==> config.mk <==
export PLATFORM = sky130hd
export DESIGN_NAME = level_debouncer
export DESIGN_NICKNAME = d
export VERILOG_FILES = /design/src/rtl/level_debouncer.sv
export SDC_FILE = /design/constraint.sdc
export NUM_CORES = 1
export LEC_CHECK = 0
export CAP_MARGIN = 20
export CELL_PAD_IN_SITES_DETAIL_PLACEMENT = 0
export CELL_PAD_IN_SITES_GLOBAL_PLACEMENT = 2
export CORE_MARGIN = 2
export CORE_UTILIZATION = 33
export CTS_CLUSTER_DIAMETER = 200
export CTS_CLUSTER_SIZE = 28
export DETAILED_ROUTE_END_ITERATION = 6
export PLACE_DENSITY_LB_ADDON = 0.12
export SLEW_MARGIN = 25
export SYNTH_ARGS = -nofsm -noshare
export SYNTH_HDL_FRONTEND = slang
export SYNTH_SLANG_ARGS = --single-unit
==> constraint.sdc <==
create_clock -name clock -period 1.7 [get_ports clock]
set_clock_uncertainty 0.15 [all_clocks]
set_input_delay 0.17 -clock clock [delete_from_list [all_inputs] [get_ports clock]]
set_output_delay 0.17 -clock clock [all_outputs]
set_load 0.05 [all_outputs]
==> src/rtl/level_debouncer.sv <==
// Synchronizing level debouncer with mismatch-run timer.
// Optional glitch counter: define LEVEL_DEBOUNCER_GLITCH_COUNT_EN.
module level_debouncer #(
  parameter int   SYNC_DEPTH    = 2,
  parameter int   STABLE_CYCLES = 16,
  parameter logic RESET_LEVEL   = 1'b0
) (
  input  logic       clock,
  input  logic       reset_n,
  input  logic       clock_enable,
  input  logic       level_in,
  output logic       level_out,
`ifdef LEVEL_DEBOUNCER_GLITCH_COUNT_EN
  output logic       settling,
  output logic [7:0] glitch_count
`else
  output logic       settling
`endif
);

  localparam int CW = $clog2(STABLE_CYCLES + 1);

  typedef enum logic {
    STABLE,
    SETTLING
  } state_t;

  state_t                state;
  logic [CW-1:0]         count;
  logic [SYNC_DEPTH-1:0] sync_q;
  logic                  sync_level;
  logic                  mismatch;
  logic                  last;

  assign sync_level = sync_q[SYNC_DEPTH-1];
  assign mismatch   = sync_level != level_out;
  // True when this mismatching edge completes the run.
  assign last       = count == CW'(STABLE_CYCLES - 1);

  always_ff @(posedge clock or negedge reset_n) begin
    if (!reset_n) begin
      sync_q <= {SYNC_DEPTH{RESET_LEVEL}};
    end else begin
      sync_q <= {sync_q[SYNC_DEPTH-2:0], level_in};
    end
  end

  always_ff @(posedge clock or negedge reset_n) begin
    if (!reset_n) begin
      state     <= STABLE;
      count     <= '0;
      level_out <= RESET_LEVEL;
      settling  <= 1'b0;
`ifdef LEVEL_DEBOUNCER_GLITCH_COUNT_EN
      glitch_count <= 8'd0;
`endif
    end else if (clock_enable) begin
      unique case (state)
        STABLE: begin
          if (mismatch) begin
            if (last) begin
              level_out <= ~level_out;
            end else begin
              state    <= SETTLING;
              count    <= CW'(1);
              settling <= 1'b1;
            end
          end
        end
        SETTLING: begin
          if (mismatch) begin
            if (last) begin
              level_out <= ~level_out;
              state     <= STABLE;
              count     <= '0;
              settling  <= 1'b0;
            end else begin
              count <= count + CW'(1);
            end
          end else begin
            state    <= STABLE;
            count    <= '0;
            settling <= 1'b0;
`ifdef LEVEL_DEBOUNCER_GLITCH_COUNT_EN
            if (glitch_count != 8'hFF) begin
              glitch_count <= glitch_count + 8'd1;
            end
`endif
          end
        end
        default: begin
          state    <= STABLE;
          count    <= '0;
          settling <= 1'b0;
        end
      endcase
    end
  end

endmodule

# Yosys cells after proc, flatten, opt, wreduce, memory -nomap -nowiden
# Index checks and enable logic that the tools add are counted.
[word_totals]
output_inout_bits = 2
word_cells = 30
regBits = 10
input_bits = 4
[op_classes]
add_sub_neg = 1
reduce_logical = 3
eq_ne = 5
n_mux = 14
bitwise_logic = 2
[ops]
columns = ["cell", "count"]
rows = [
  ["2-to-1 mux 5 bit", 4],
  ["one-hot mux 5 bit (2 select lines)", 1],
  ["2-to-1 mux 1 bit", 8],
  ["AND reduction 3 bit", 2],
  ["adder 5 x 1 -> 5 bit, second input constant", 1],
  ["== test 5 x 4 -> 1 bit, second input constant", 1],
  ["!= test 2 bit, second input constant", 2],
  ["AND reduction 4 bit", 1],
  ["!= test 3 x 2 -> 1 bit, second input constant", 1],
  ["NOT 1 bit", 2],
  ["one-hot mux 1 bit (2 select lines)", 1],
  ["!= test 1 bit", 1],
]

# Longest topological paths before layout
# Gate-level depths: netlist of run 1.
[logic_depth]
depth_word = 4
depth_mapped = 4
ltp_nobuf = 4

# Worst setup path before layout of run 1
# Ideal clock, no wire load.
[synth_timing]
path_kind = "register to register"
start = "register level_out"
end = "register count[2]"
stages_incl_launch_ff = 4
path_slack_ps = 145
arrival_time_ps = 1266
t_required_ps = 1411
path_buffers = 0
synth_period_minus_slack_ps = 1555
cell_sequence = "dfrtp_1 > xor2_2 > and2_4 > o311ai_2"
[synth_via]
elab_chain_cells = 3
word_cells_on_any_way = 5
cone_classes = "eq/ne (2); mux (2); reduce/logical (1)"
[synth_lines]
columns = ["element", "line", "source"]
rows = [
  ["from (decl)", "12", "output logic level_out,"],
  ["from (signal assigned)", "62", "level_out <= ~level_out;"],
  ["from (signal assigned)", "73", "level_out <= ~level_out;"],
  ["!= test 1 bit *", "36", "assign mismatch = sync_level != level_out;"],
  ["2-to-1 mux 5 bit / != test 2 bit (equally long branches)", "--", ""],
  ["one-hot mux 5 bit (2 select lines) / AND reduction 3 bit (equally long branches)", "--", ""],
  ["to (signal assigned)", "78", "count <= count + CW'(1);"],
  ["to (decl)", "29", "logic [CW-1:0] count;"],
]
# Every way passes the cells marked *; elsewhere a longest branch is shown, timed or not.
# A chain may end at the register's enable or synchronous reset.

# Worst setup path after layout of run 1
[layout_timing]
start = "register count[1]"
end = "register level_out"
[layout_via]
elab_chain_cells = 2
[layout_lines]
columns = ["element", "line", "source"]
rows = [
  ["== test 5 x 4 -> 1 bit", "38", "assign last = count == CW'(STABLE_CYCLES - 1);"],
  ["AND reduction 3 bit (no source line)", "--", ""],
]
# No other way between the ends.

==> flow_summary.ini, run 1 <==
[outcome]
outcome = completed

[yosys]
ys_seq_area_share_pct = 46.6
synth-seq-cells = 10
async_flop_share_pct = 100
avgSynthCellArea_um2 = 11.0
synthTopCellsByArea = dfrtp_1 47%, o311ai_2 6.1%, nand3_1 5.6%, nand4b_4 4.4%, inv_1 3.5%
synth_edf_count = 0
syn_inst = 49
synth_top_area_share_pct = 46.6
syn-cell-area_um2 = 537
synth_fp_nets = 54
synth.largest_area_cell = dfrtp_1
ys_warn_count = 0
synth-main-ff-cell = dfrtp_1
synth_cell_type_count = 23

[finish]
fillerInstances = 139
diodes = 0
final_common_cell = dfrtp_1
final_cell_mix = 10 x dfrtp_1, 6 x nand3_1, 5 x inv_1, 4 x buf_4
nets = 65
area_growth_pct = 20.7
finalNonFillerCells = 75
fin_util_pct = 42.5
drive_above_1_share_pct = 25.4

[die]
coreArea_um2 = 1520
rows = 14
dieHeight_um = 44.3
die_w_um = 44.3
dieArea_um2 = 1970
start_util_pct = 35.2
pin_count = 6

[grt]
grt-ovfl-total = 0
grt_max_degree = 11
grt_pass1_wl_mm = 1.94
grt_antenna_before_repair = 0
grt_use_total_pct = 13.8
grt_pass1_vias = 421

[clock_network]
cts.hold.buffers_added = 0
htreeDepth = 1
clkTransAtPathRegs_ps = 70
cts_root_buf = clkbuf_4
postCtsSetupRepairBufs = 0
cts_inserted_buffers = 3
cts_tree = yes
clock_path_buffers = 2
cts_resized = 0
clock_latency_ps = 260
clock-sinks = 10

[worst_setup_path]
crit_fanout = 7
arrival_ps = 1580
r2r_cells = 4
reg2reg_slack_ps = 120
end_kind = flip-flop
r2r_end = level_out
critPathKind = flip-flop to flip-flop
slowest_delay_ps = 400
start_kind = flip-flop
r2r-start = count[1]
crit_chain = ha_1 -> nand4b_4 -> nor2_1 -> mux2_2
critPathRequiredTime_ps = 1700
critPathSlowestCell = dfrtp_1

[routing]
wl_met2_um = 523
ant_nets = 0
wl_met1_um = 498
wl_mm = 1.06
via_per_inst = 5.36
drc = 0
wl_per_cell_um = 14.1
dr.pass1.iters = 2
vias = 402
first_iter_violations = 5
wl_met3_um = 25
top_layer = met4

[place]
port_buffers = 5
dp_hpwl_um = 812
place_congestion = 0.783
dp.cells = 71

[timing]
hold_viol = 0
post-route-min-period_ps = 1580
rsz0062_at_grt = no
max_freq_ghz = 0.635
max_slew_margin_pct = 70.3
finalSetupViolCount = 0
fin_tns_setup_ps = 0
min_period_over_period_pct = 92.7
tightestPinTransition_ps = 445
drv_slew = 0

[power_and_ir_drop]
vdd_drop_max_uv = 513
p_leak_uw = 0.000318
power_density_nw_per_um2 = 1340

[hold_path]
min-delay-path-class = input pin to async pin

[flow_run]
max_cap_violations = 0
-- report_power, final --
part	total [uW]	internal, uW	switching [uW]
clock network	214	130	84.3
registers	382	296	86.2
logic	270	119	151
total	866	545	321
-- synthesized netlist by cell type, drive strengths merged, types with 2 or more instances --
cell / count
o211ai: 2
o21ai: 4
dfrtp: 10
nand3: 6
inv: 5
nand2: 3
o311ai: 2
nor2b: 3
-- worst max-delay path: cells and delay by family, from the launching register on --
family        cells  cell delay [ps]
simple gates      2              300
flops             1              400
mux               1              340
fa+ha+maj         1              270
-- per-stage QoR --
| stage | total power, uW | setup slack [ps] | area (um^2) | hold WS [ps] |
|---|---|---|---|---|
| floorplan | 575 | 145 | 537 | -276 |
| global placement | 644 | 150 | 612 | 190 |
| detailed placement | 656 | 119 | 612 | 195 |
| CTS | 874 | 110 | 648 | 73.2 |
| global route | 935 | 37.0 | 648 | 78.0 |
| finish | 866 | 124 | 648 | 63.4 |
-- worst max path at each step --
| stage | to | start |
|---|---|---|
| 2_1_floorplan | count[2] | level_out |
| 3_3_place_gp | level_out | count[0] |
| 3_5_place_dp | count[2] | clock_enable |
| 4_1_cts | count[2] | count[0] |
| 5_1_grt | level_out | count[0] |
| 6_report | level_out | count[1] |
-- flip-flops by register name (all words and copies together) (netlist names) --
name,count
count,5
level_out,1
settling,1
state,1
sync_q,2
-- cell families after synthesis --
kind of cell    count (synthesis)  synth area share, %
simple gates                   17                 21.0
xor+xnor                        1                 3.03
buf+inv                         6                 4.43
compound gates                 12                 18.6
flops                          10                 46.6
mux                             2                 3.96
fa+ha+maj                       1                 2.33
-- metal layers --
layer  up-vias  global-route usage (%)
li1        196                       -
met1       198                    18.0
met2         6                    20.9
met3         2                    2.45
met4         0                    9.09
met5         -                       0
-- final cells by class --
cell class | count | area, um^2 | share of cell area, %
clock buffers | 4 | 36.3 | 5.60
inverters | 5 | 18.8 | 2.90
multi-input cells | 33 | 263 | 40.5
flip-flops and latches | 10 | 250 | 38.6
well taps | 16 | 20.0 | 3.09
repair buffers | 7 | 60.1 | 9.27
Power figures use the tool's default switching activity.
==> run 2, diff against run 1 <==
--- a/config.mk
+++ b/config.mk
@@ -10,7 +10,6 @@
 export CELL_PAD_IN_SITES_GLOBAL_PLACEMENT = 2
 export CORE_MARGIN = 2
 export CORE_UTILIZATION = 33
-export CTS_CLUSTER_DIAMETER = 200
 export CTS_CLUSTER_SIZE = 28
 export DETAILED_ROUTE_END_ITERATION = 6
 export PLACE_DENSITY_LB_ADDON = 0.12
==> results of run 2 <==
Same layout as run 1: the final DEF is identical, and so are final timing and power.
